--- config.mk ---
export PLATFORM = sky130hd
export DESIGN_NAME = mips_multicycle_ctrl_flat
export DESIGN_NICKNAME = d
export VERILOG_FILES = /design/src/rtl/mips_multicycle_ctrl_if.sv /design/src/rtl/mips_multicycle_ctrl.sv /design/src/flat_wrapper.sv
export SDC_FILE = /design/constraint.sdc
export NUM_CORES = 1
export LEC_CHECK = 0
export ABC_AREA = 1
export BUFFER_PORTS_ARGS = -buffer_cell sky130_fd_sc_hd__buf_2
export CORE_MARGIN = 2
export CORE_UTILIZATION = 54
export DETAILED_ROUTE_END_ITERATION = 10
export PLACE_DENSITY = 0.86
export SKIP_CTS_REPAIR_TIMING = 1
export SYNTH_ARGS = -nofsm -noshare
export SYNTH_HDL_FRONTEND = slang
export SYNTH_SLANG_ARGS = --single-unit
--- constraint.sdc ---
create_clock -name clk -period 3.06 [get_ports clk]
set_clock_uncertainty 0.1 [all_clocks]
set_input_delay 0.306 -clock clk [delete_from_list [all_inputs] [get_ports clk]]
set_output_delay 0.306 -clock clk [all_outputs]
set_load 0.03 [all_outputs]
--- src/rtl/mips_multicycle_ctrl_if.sv ---
// mips_multicycle_ctrl_if: control bundle between the multicycle sequencer and the datapath/memory
interface mips_multicycle_ctrl_if;
  logic [5:0] opcode;
  logic       mem_ready;
  logic       pcwrite;
  logic       pcwritecond;
  logic       iord;
  logic       memread;
  logic       memwrite;
  logic       irwrite;
  logic       memtoreg;
  logic       regdst;
  logic       regwrite;
  logic       alusrca;
  logic [1:0] alusrcb;
  logic [1:0] aluop;
  logic [1:0] pcsource;
  logic       doshift;
  logic [3:0] state;
  logic       retire;
  logic       illegal;
  logic       mem_timeout;
  modport master (
    input  opcode, mem_ready,
    output pcwrite, pcwritecond, iord, memread, memwrite, irwrite, memtoreg, regdst,
           regwrite, alusrca, alusrcb, aluop, pcsource, doshift, state, retire, illegal, mem_timeout
  );
  modport slave (
    output opcode, mem_ready,
    input  pcwrite, pcwritecond, iord, memread, memwrite, irwrite, memtoreg, regdst,
           regwrite, alusrca, alusrcb, aluop, pcsource, doshift, state, retire, illegal, mem_timeout
  );
endinterface

--- src/rtl/mips_multicycle_ctrl.sv ---
// mips_multicycle_ctrl: registered fetch/decode/execute/memory/writeback sequencer for the MIPS core
module mips_multicycle_ctrl #(
  parameter int MEM_WAIT_TIMEOUT = 255
) (
  input logic clk,
  input logic rst,
  mips_multicycle_ctrl_if.master bus
);
  typedef enum logic [3:0] {
    FETCH, DECODE, MEMADR, MEMRD, MEMWB, MEMWR, EXEC, RTYPE_WB,
    BRANCH, ADDI_EX, ADDI_WB, JUMP, TRAP
  } state_t;
  localparam logic [7:0] TO    = 8'(MEM_WAIT_TIMEOUT);
  localparam logic       TO_EN = MEM_WAIT_TIMEOUT != 0;
  state_t     state_q, state_d;
  logic [7:0] wait_q, wait_d;
  logic       illegal_q, illegal_d;
  logic       mem_timeout_q, mem_timeout_d;
  logic       waiting;
  always_comb begin
    state_d          = state_q;
    bus.pcwrite      = 1'b0;
    bus.pcwritecond  = 1'b0;
    bus.iord         = 1'b0;
    bus.memread      = 1'b0;
    bus.memwrite     = 1'b0;
    bus.irwrite      = 1'b0;
    bus.memtoreg     = 1'b0;
    bus.regdst       = 1'b0;
    bus.regwrite     = 1'b0;
    bus.alusrca      = 1'b0;
    bus.alusrcb      = 2'b00;
    bus.aluop        = 2'b00;
    bus.pcsource     = 2'b00;
    bus.doshift      = 1'b0;
    bus.retire       = 1'b0;
    case (state_q)
      FETCH: begin
        bus.memread = 1'b1;
        bus.alusrcb = 2'b01;
        bus.irwrite = bus.mem_ready;
        bus.pcwrite = bus.mem_ready;
        state_d     = bus.mem_ready ? DECODE : FETCH;
      end
      DECODE: begin
        bus.alusrcb = 2'b11;
        state_d = (bus.opcode == 6'h23 || bus.opcode == 6'h2B) ? MEMADR :
                  bus.opcode == 6'h00 ? EXEC :
                  bus.opcode == 6'h04 ? BRANCH :
                  bus.opcode == 6'h08 ? ADDI_EX :
                  bus.opcode == 6'h02 ? JUMP : TRAP;
      end
      MEMADR: begin
        bus.alusrca = 1'b1;
        bus.alusrcb = 2'b10;
        state_d     = bus.opcode == 6'h23 ? MEMRD : MEMWR;
      end
      MEMRD: begin
        bus.memread = 1'b1;
        bus.iord    = 1'b1;
        state_d     = bus.mem_ready ? MEMWB : MEMRD;
      end
      MEMWB: begin
        bus.regwrite = 1'b1;
        bus.memtoreg = 1'b1;
        bus.retire   = 1'b1;
        state_d      = FETCH;
      end
      MEMWR: begin
        bus.memwrite = 1'b1;
        bus.iord     = 1'b1;
        bus.retire   = bus.mem_ready;
        state_d      = bus.mem_ready ? FETCH : MEMWR;
      end
      EXEC: begin
        bus.alusrca = 1'b1;
        bus.aluop   = 2'b10;
        bus.doshift = 1'b1;
        state_d     = RTYPE_WB;
      end
      RTYPE_WB: begin
        bus.regwrite = 1'b1;
        bus.regdst   = 1'b1;
        bus.retire   = 1'b1;
        state_d      = FETCH;
      end
      BRANCH: begin
        bus.alusrca     = 1'b1;
        bus.aluop       = 2'b01;
        bus.pcwritecond = 1'b1;
        bus.pcsource    = 2'b01;
        bus.retire      = 1'b1;
        state_d         = FETCH;
      end
      ADDI_EX: begin
        bus.alusrca = 1'b1;
        bus.alusrcb = 2'b10;
        state_d     = ADDI_WB;
      end
      ADDI_WB: begin
        bus.regwrite = 1'b1;
        bus.retire   = 1'b1;
        state_d      = FETCH;
      end
      JUMP: begin
        bus.pcwrite  = 1'b1;
        bus.pcsource = 2'b10;
        bus.retire   = 1'b1;
        state_d      = FETCH;
      end
      default: state_d = TRAP;
    endcase
    if (rst) begin
      bus.pcwrite     = 1'b0;
      bus.pcwritecond = 1'b0;
      bus.irwrite     = 1'b0;
      bus.memwrite    = 1'b0;
      bus.regwrite    = 1'b0;
      bus.retire      = 1'b0;
    end
  end
  // Counter only runs while a memory access is stalled and restarts with every state change.
  always_comb begin
    waiting       = (state_q == FETCH || state_q == MEMRD || state_q == MEMWR) && !bus.mem_ready;
    wait_d        = state_d != state_q ? 8'd0 :
                    (waiting && wait_q != 8'hFF) ? wait_q + 8'd1 : wait_q;
    mem_timeout_d = mem_timeout_q | (TO_EN && waiting && wait_d == TO);
    illegal_d     = illegal_q | (state_d == TRAP);
  end
  always_ff @(posedge clk) begin
    if (rst) begin
      state_q       <= FETCH;
      wait_q        <= 8'd0;
      illegal_q     <= 1'b0;
      mem_timeout_q <= 1'b0;
    end else begin
      state_q       <= state_d;
      wait_q        <= wait_d;
      illegal_q     <= illegal_d;
      mem_timeout_q <= mem_timeout_d;
    end
  end
  assign bus.state       = state_q;
  assign bus.illegal     = illegal_q;
  assign bus.mem_timeout = mem_timeout_q;
endmodule
--- src/flat_wrapper.sv ---
// flat-port wrapper written by rule: the top's interface ports become plain ports
module mips_multicycle_ctrl_flat 
#(
  parameter int MEM_WAIT_TIMEOUT = 255
)
  (clk, rst, bus_opcode, bus_mem_ready, bus_pcwrite, bus_pcwritecond, bus_iord, bus_memread, bus_memwrite, bus_irwrite, bus_memtoreg, bus_regdst, bus_regwrite, bus_alusrca, bus_alusrcb, bus_aluop, bus_pcsource, bus_doshift, bus_state, bus_retire, bus_illegal, bus_mem_timeout);
  mips_multicycle_ctrl_if bus_i ();
  input logic clk;
  input logic rst;
  input wire logic [$bits(bus_i.opcode)-1:0] bus_opcode;
  input wire logic [$bits(bus_i.mem_ready)-1:0] bus_mem_ready;
  output wire logic [$bits(bus_i.pcwrite)-1:0] bus_pcwrite;
  output wire logic [$bits(bus_i.pcwritecond)-1:0] bus_pcwritecond;
  output wire logic [$bits(bus_i.iord)-1:0] bus_iord;
  output wire logic [$bits(bus_i.memread)-1:0] bus_memread;
  output wire logic [$bits(bus_i.memwrite)-1:0] bus_memwrite;
  output wire logic [$bits(bus_i.irwrite)-1:0] bus_irwrite;
  output wire logic [$bits(bus_i.memtoreg)-1:0] bus_memtoreg;
  output wire logic [$bits(bus_i.regdst)-1:0] bus_regdst;
  output wire logic [$bits(bus_i.regwrite)-1:0] bus_regwrite;
  output wire logic [$bits(bus_i.alusrca)-1:0] bus_alusrca;
  output wire logic [$bits(bus_i.alusrcb)-1:0] bus_alusrcb;
  output wire logic [$bits(bus_i.aluop)-1:0] bus_aluop;
  output wire logic [$bits(bus_i.pcsource)-1:0] bus_pcsource;
  output wire logic [$bits(bus_i.doshift)-1:0] bus_doshift;
  output wire logic [$bits(bus_i.state)-1:0] bus_state;
  output wire logic [$bits(bus_i.retire)-1:0] bus_retire;
  output wire logic [$bits(bus_i.illegal)-1:0] bus_illegal;
  output wire logic [$bits(bus_i.mem_timeout)-1:0] bus_mem_timeout;
  assign bus_i.opcode = bus_opcode;
  assign bus_i.mem_ready = bus_mem_ready;
  assign bus_pcwrite = bus_i.pcwrite;
  assign bus_pcwritecond = bus_i.pcwritecond;
  assign bus_iord = bus_i.iord;
  assign bus_memread = bus_i.memread;
  assign bus_memwrite = bus_i.memwrite;
  assign bus_irwrite = bus_i.irwrite;
  assign bus_memtoreg = bus_i.memtoreg;
  assign bus_regdst = bus_i.regdst;
  assign bus_regwrite = bus_i.regwrite;
  assign bus_alusrca = bus_i.alusrca;
  assign bus_alusrcb = bus_i.alusrcb;
  assign bus_aluop = bus_i.aluop;
  assign bus_pcsource = bus_i.pcsource;
  assign bus_doshift = bus_i.doshift;
  assign bus_state = bus_i.state;
  assign bus_retire = bus_i.retire;
  assign bus_illegal = bus_i.illegal;
  assign bus_mem_timeout = bus_i.mem_timeout;
  mips_multicycle_ctrl #(.MEM_WAIT_TIMEOUT(MEM_WAIT_TIMEOUT)) u_core (.clk(clk), .rst(rst), .bus(bus_i));
endmodule
Yosys cells after proc, flatten, opt, wreduce, memory -nomap -nowiden
Index checks and enable logic that the tools add are counted.
Storage, ports and cells
  memory bits (writable): 0
  register bits after elaboration: 14
  latch bits: 0
  ROM bits: 0
  word-level logic and storage cells: 75
  memories: 0
Operators by class
  add/sub/neg operators: 1
  div/mod/pow operators: 0
  bitwise logic cells: 2
  eq/ne operators: 20
  $mul: 0
  shift-type cells: 0
  reduce and logical (&&, ||, !) cells: 15
  $lt $le $gt $ge: 0
  multiplexer cells: 33
Operators with widths (count)
  $pmux 4 s8: 1
  $eq 4x4->1 const B: 5
  $mux 1: 17
  $eq 4x3->1 const B: 4
  $mux 4: 4
  $mux 8: 2
  $eq 6x6->1 const B: 2
  $mux 3: 4
  $add 8x1->8 const B: 1
  $eq 4x2->1 const B: 2
  $eq 8x8->1 const B: 1
  $ne 8x8->1 const B: 1
  $pmux 2 s2: 2
  $eq 6x2->1 const B: 1
  $eq 6x3->1 const B: 1
  $eq 6x4->1 const B: 1
  $logic_not 6->1: 1
  $pmux 2 s3: 1
  $reduce_or 2->1: 3
  $reduce_or 5->1: 1
  $eq 4x1->1 const B: 1
  $logic_not 4->1: 1
  $ne 4x4->1: 1
  $pmux 1 s2: 2
  other kinds (6): 11

Longest topological paths before layout
  depth in word-level cells: 12
  gate-level depth with buffers: 13
  gate-level depth less buffers: 13

Worst setup path before layout
No wires, ideal clock.
  kind: reg2out
  from: reg u_core.state_q[3] (netlist: u_core.bus.state[3])
  to: out bus_pcwritecond
  required time: 2.654 ns
  arrival time: 1.876 ns
  stages on the path, launching flop included: 7
  path slack: 0.778 ns
  buffers on the path: 0
  cells stage by stage: dfxtp_1 -> inv_1 -> nor2_1 -> inv_1 -> nor2_1 -> inv_1 -> nor2_1
Between the ends
  longest elaborated chain between the ends: 3
Ends and longest elaborated chain
  from (decl): line mips_multicycle_ctrl.sv:15  | state_t state_q, state_d;
  from (signal assigned): line mips_multicycle_ctrl.sv:137  | state_q <= state_d;
  $eq 4x4->1: line mips_multicycle_ctrl.sv:37  | case (state_q)
  $mux 1: line mips_multicycle_ctrl.sv:37
  $mux 1: line mips_multicycle_ctrl.sv:113  | if (rst) begin
  to (decl): line flat_wrapper.sv:13  | output wire logic [$bits(bus_i.pcwritecond)-1:0] bus_pcwritecond;
Every way passes these cells.

Worst setup path after layout
  from: reg u_core.state_q[1] (netlist: u_core.bus.state[1])
  to: out bus_retire
Between the ends
  longest elaborated chain between the ends: 4
Ends and longest elaborated chain
  $eq 4x3->1 or $eq 4x4->1 (tied branches): line mips_multicycle_ctrl.sv:37
  $reduce_or 5->1 (no source line)
  $pmux 1 s2 (*): line mips_multicycle_ctrl.sv:37
  $mux 1 (*): line mips_multicycle_ctrl.sv:113
  to (decl): line flat_wrapper.sv:27  | output wire logic [$bits(bus_i.retire)-1:0] bus_retire;
Every way passes the cells marked *; elsewhere a longest branch is shown, timed or not.

==> reports/metrics.cfg <==
[global_routing]
antenna_found_initial=0
grt_max_degree=13
grt.total_usage_pct=22.80
grt_pass1_wl_um=4671
grt_pass1_vias=1095
met1_usage_pct=33.27
grt.met2_usage_pct=34.83
globalRouteMet3Util_pct=2.299
gr-total-overflow=0
grt.busiest_layer=met2

[floorplan]
dieWidth_um=51.63
boundaryPins=33
die_area_mm2=0.002665
initial_core_util_pct=56.46
rows=17
core_mm2=0.002170
dieHeight_um=51.63

[timing]
fmax_mhz=488.0
post-route-min-period_ps=2049
finalSetupTns_ps=0
worst_pin_slew_ps=305.4
final_max_slew_viol_count=0
relSlewSlack_pct=79.43
final_hold_viol_count=0
holdWs_ps=230.4
setup_viol=0
rsz0062_at_grt=no
min_period_over_period_pct=66.97

[yosys]
syn-cell-area_mm2=0.001225
synth_cells=216
yosysUniqueCellTypes=25
avgSynthCellArea_um2=5.671
yosys_register_bits=14
ys_seq_area_share_pct=22.88
synth_warnings=0
synth_fp_nets=226

[routing]
viasPerCell=4.942
num_vias=1374
ant_nets=0
first_pass_iters=4
drt_wl_total_um=2850
drtIter0Drc=41
drc=0
wire_per_inst_um=10.25

[critical_path]
r2r-end=u_core.bus.mem_timeout
rr_worst_depth=12
path_cells=inv_1, nand2_1, a21oi_1, a31oi_1, a21oi_1, buf_2
cp.depth=6
required_ps=2650
r2r_slack_ps=1120
critical-path-slowest-cell=dfxtp_1
r2r-start=u_core.bus.state[1]
endpoint_kind=primary output
worst-path-buf-inv=2
cp.arrival_ps=1640
critPathLaunch=u_core.bus.state[1]
cp_max_fo=8
cp_top_family=flip-flops
path_class=reg -> out
critPathMostFrequentCell=a21oi_1
critPathMaxStageDelay_ps=480
start_kind=flop
crit_end=bus_retire

[cts]
clkTransAtPathRegs_ps=90
cts_buffers=3
cts.sink_count=14
cts-root-buf=clkbuf_4
htreeDepth=1
clockBufferDepth=2
clkLatencyLatePin_ps=290
cts_tree=yes

[power]
powerDensity_mw_per_mm2=406.7
ir_worst_vdd_mv=0.2598
power_w=0.0005878
power_frac_seq_pct=35.8
power.internal_w=0.0003417
p_sw_share_pct=41.87
p_clk_share_pct=23.6
net-switching-power_w=0.0002461
p_comb_share_pct=40.6
p_leak_nw=0.8119

[run]
maxCapViolCount=0

[worst_hold_path]
hp-class=in -> reg

[place]
io_buffer_count=32
hpwl_um=2342
place_congestion=0.8630

[cells_and_area]
nets=261
syn_to_final_growth_pct=17.98
diodes=0
layout-drive-gt1-share_pct=20.40

[status]
status=finished, final reports clean

[power groups by stage]
| stage | clock network [W] | registers, W | logic (W) |
|---|---|---|---|
| CTS | 0.000137 | 0.000210 | 0.000238 |
| global route | 0.000149 | 0.000213 | 0.000267 |
| detailed placement | 0 | 0.000215 | 0.000236 |
| global placement | 0 | 0.000214 | 0.000233 |
| floorplan | 0 | 0.000221 | 0.000175 |
| finish | 0.000139 | 0.000211 | 0.000238 |
[registers in the layout, indices dropped and copies added, names as in the netlist]
name	flops
u_core.bus.illegal	1
u_core.bus.state	4
u_core.wait_q	8
u_core.bus.mem_timeout	1
[through the flow]
| stage | area [um2] | setup WS, ps | util (%) | instances |
|---|---|---|---|---|
| finish | 1445 | 1011 | 66.61 | 278 |
| global route | 1445 | 888.2 | 66.61 | 278 |
| CTS | 1445 | 1024 | 66.61 | 278 |
| detailed placement | 1409 | 1142 | 64.94 | 274 |
| global placement | 1409 | 1210 | 64.94 | 274 |
| floorplan | 1225 | 778.1 | - | 216 |
[synth_stat cells]
cell,count,area share [%]
nor3_1,4,1.6
o21ai_0,5,2.0
nand3_4,2,2.9
ha_1,1,1.0
nand4_1,4,2.0
nor2_4,2,1.8
nand2_1,52,16
a21oi_2,1,0.72
dfxtp_1,14,23
a21boi_2,1,0.92
xor2_1,4,2.9
xnor2_1,1,0.72
nand3_1,20,8.2
inv_2,1,0.31
inv_1,36,11
nand2_2,3,1.5
buf_4,1,0.61
a21oi_1,6,2.5
o21ai_1,1,0.41
a31oi_1,3,1.5
nor3b_1,1,0.61
clkbuf_1,1,0.31
nor2_1,47,14
nand3_2,2,1.6
nor2_2,3,1.5
[cells in the final DEF, fill, tap and decap left out]
master and n:
nand2_1 52, nor2_1 47, inv_1 36, buf_2 32, nand3_1 20, dfxtp_1 14, a21oi_1 6, o21ai_0 5
nor3_1 4, nand4_1 4, xor2_1 4, nor2_2 3, nand2_2 3, a31oi_1 3, clkbuf_4 3, nand3_4 2
nor2_4 2, nand3_2 2, inv_2 1, xnor2_1 1, nor3b_1 1, a21boi_2 1, o21ai_1 1, a21oi_2 1
ha_1 1, clkbuf_8 1
[how the worst min path moves through the flow]
stage	from	endpoint	slack (ps)	cells after the start
after floorplan	u_core.wait_q[1]	u_core.wait_q[1]	430	4
after global placement	u_core.bus.illegal	u_core.bus.illegal	360	2
after detailed placement	u_core.bus.illegal	u_core.bus.illegal	350	2
after CTS	rst	u_core.bus.mem_timeout	230	2
after global routing	rst	u_core.bus.mem_timeout	250	2
final	rst	u_core.bus.mem_timeout	230	2
[cell families after synthesis]
kind of cell               Yosys count  share of synthesized area [%]
adders and majority gates            1                          1.021
DFF                                 14                          22.88
AOI/OAI and AO/OA                   17                          8.069
buffers and inverters               39                          12.26
and+or+nand+nor                    140                          52.20
xor gates and xnor gates             5                          3.575
[layout make-up]
type	instances	area, um2
repair buffers	32	160.2
inverters	37	138.9
multi-input cells	163	794.5
flip-flops and latches	14	280.3
well taps	28	35.03
fillers	213	724.4
clock buffers	4	36.28
[routing by layer]
| metal | up-vias | part of all wire, % |
|---|---|---|
| met5 | - | 0 |
| met2 | 43 | 44 |
| met1 | 583 | 49 |
| met4 | 0 | 1.3 |
| li1 | 743 | - |
| met3 | 5 | 5.7 |
Note: power is estimated with default switching activity, not from simulation.
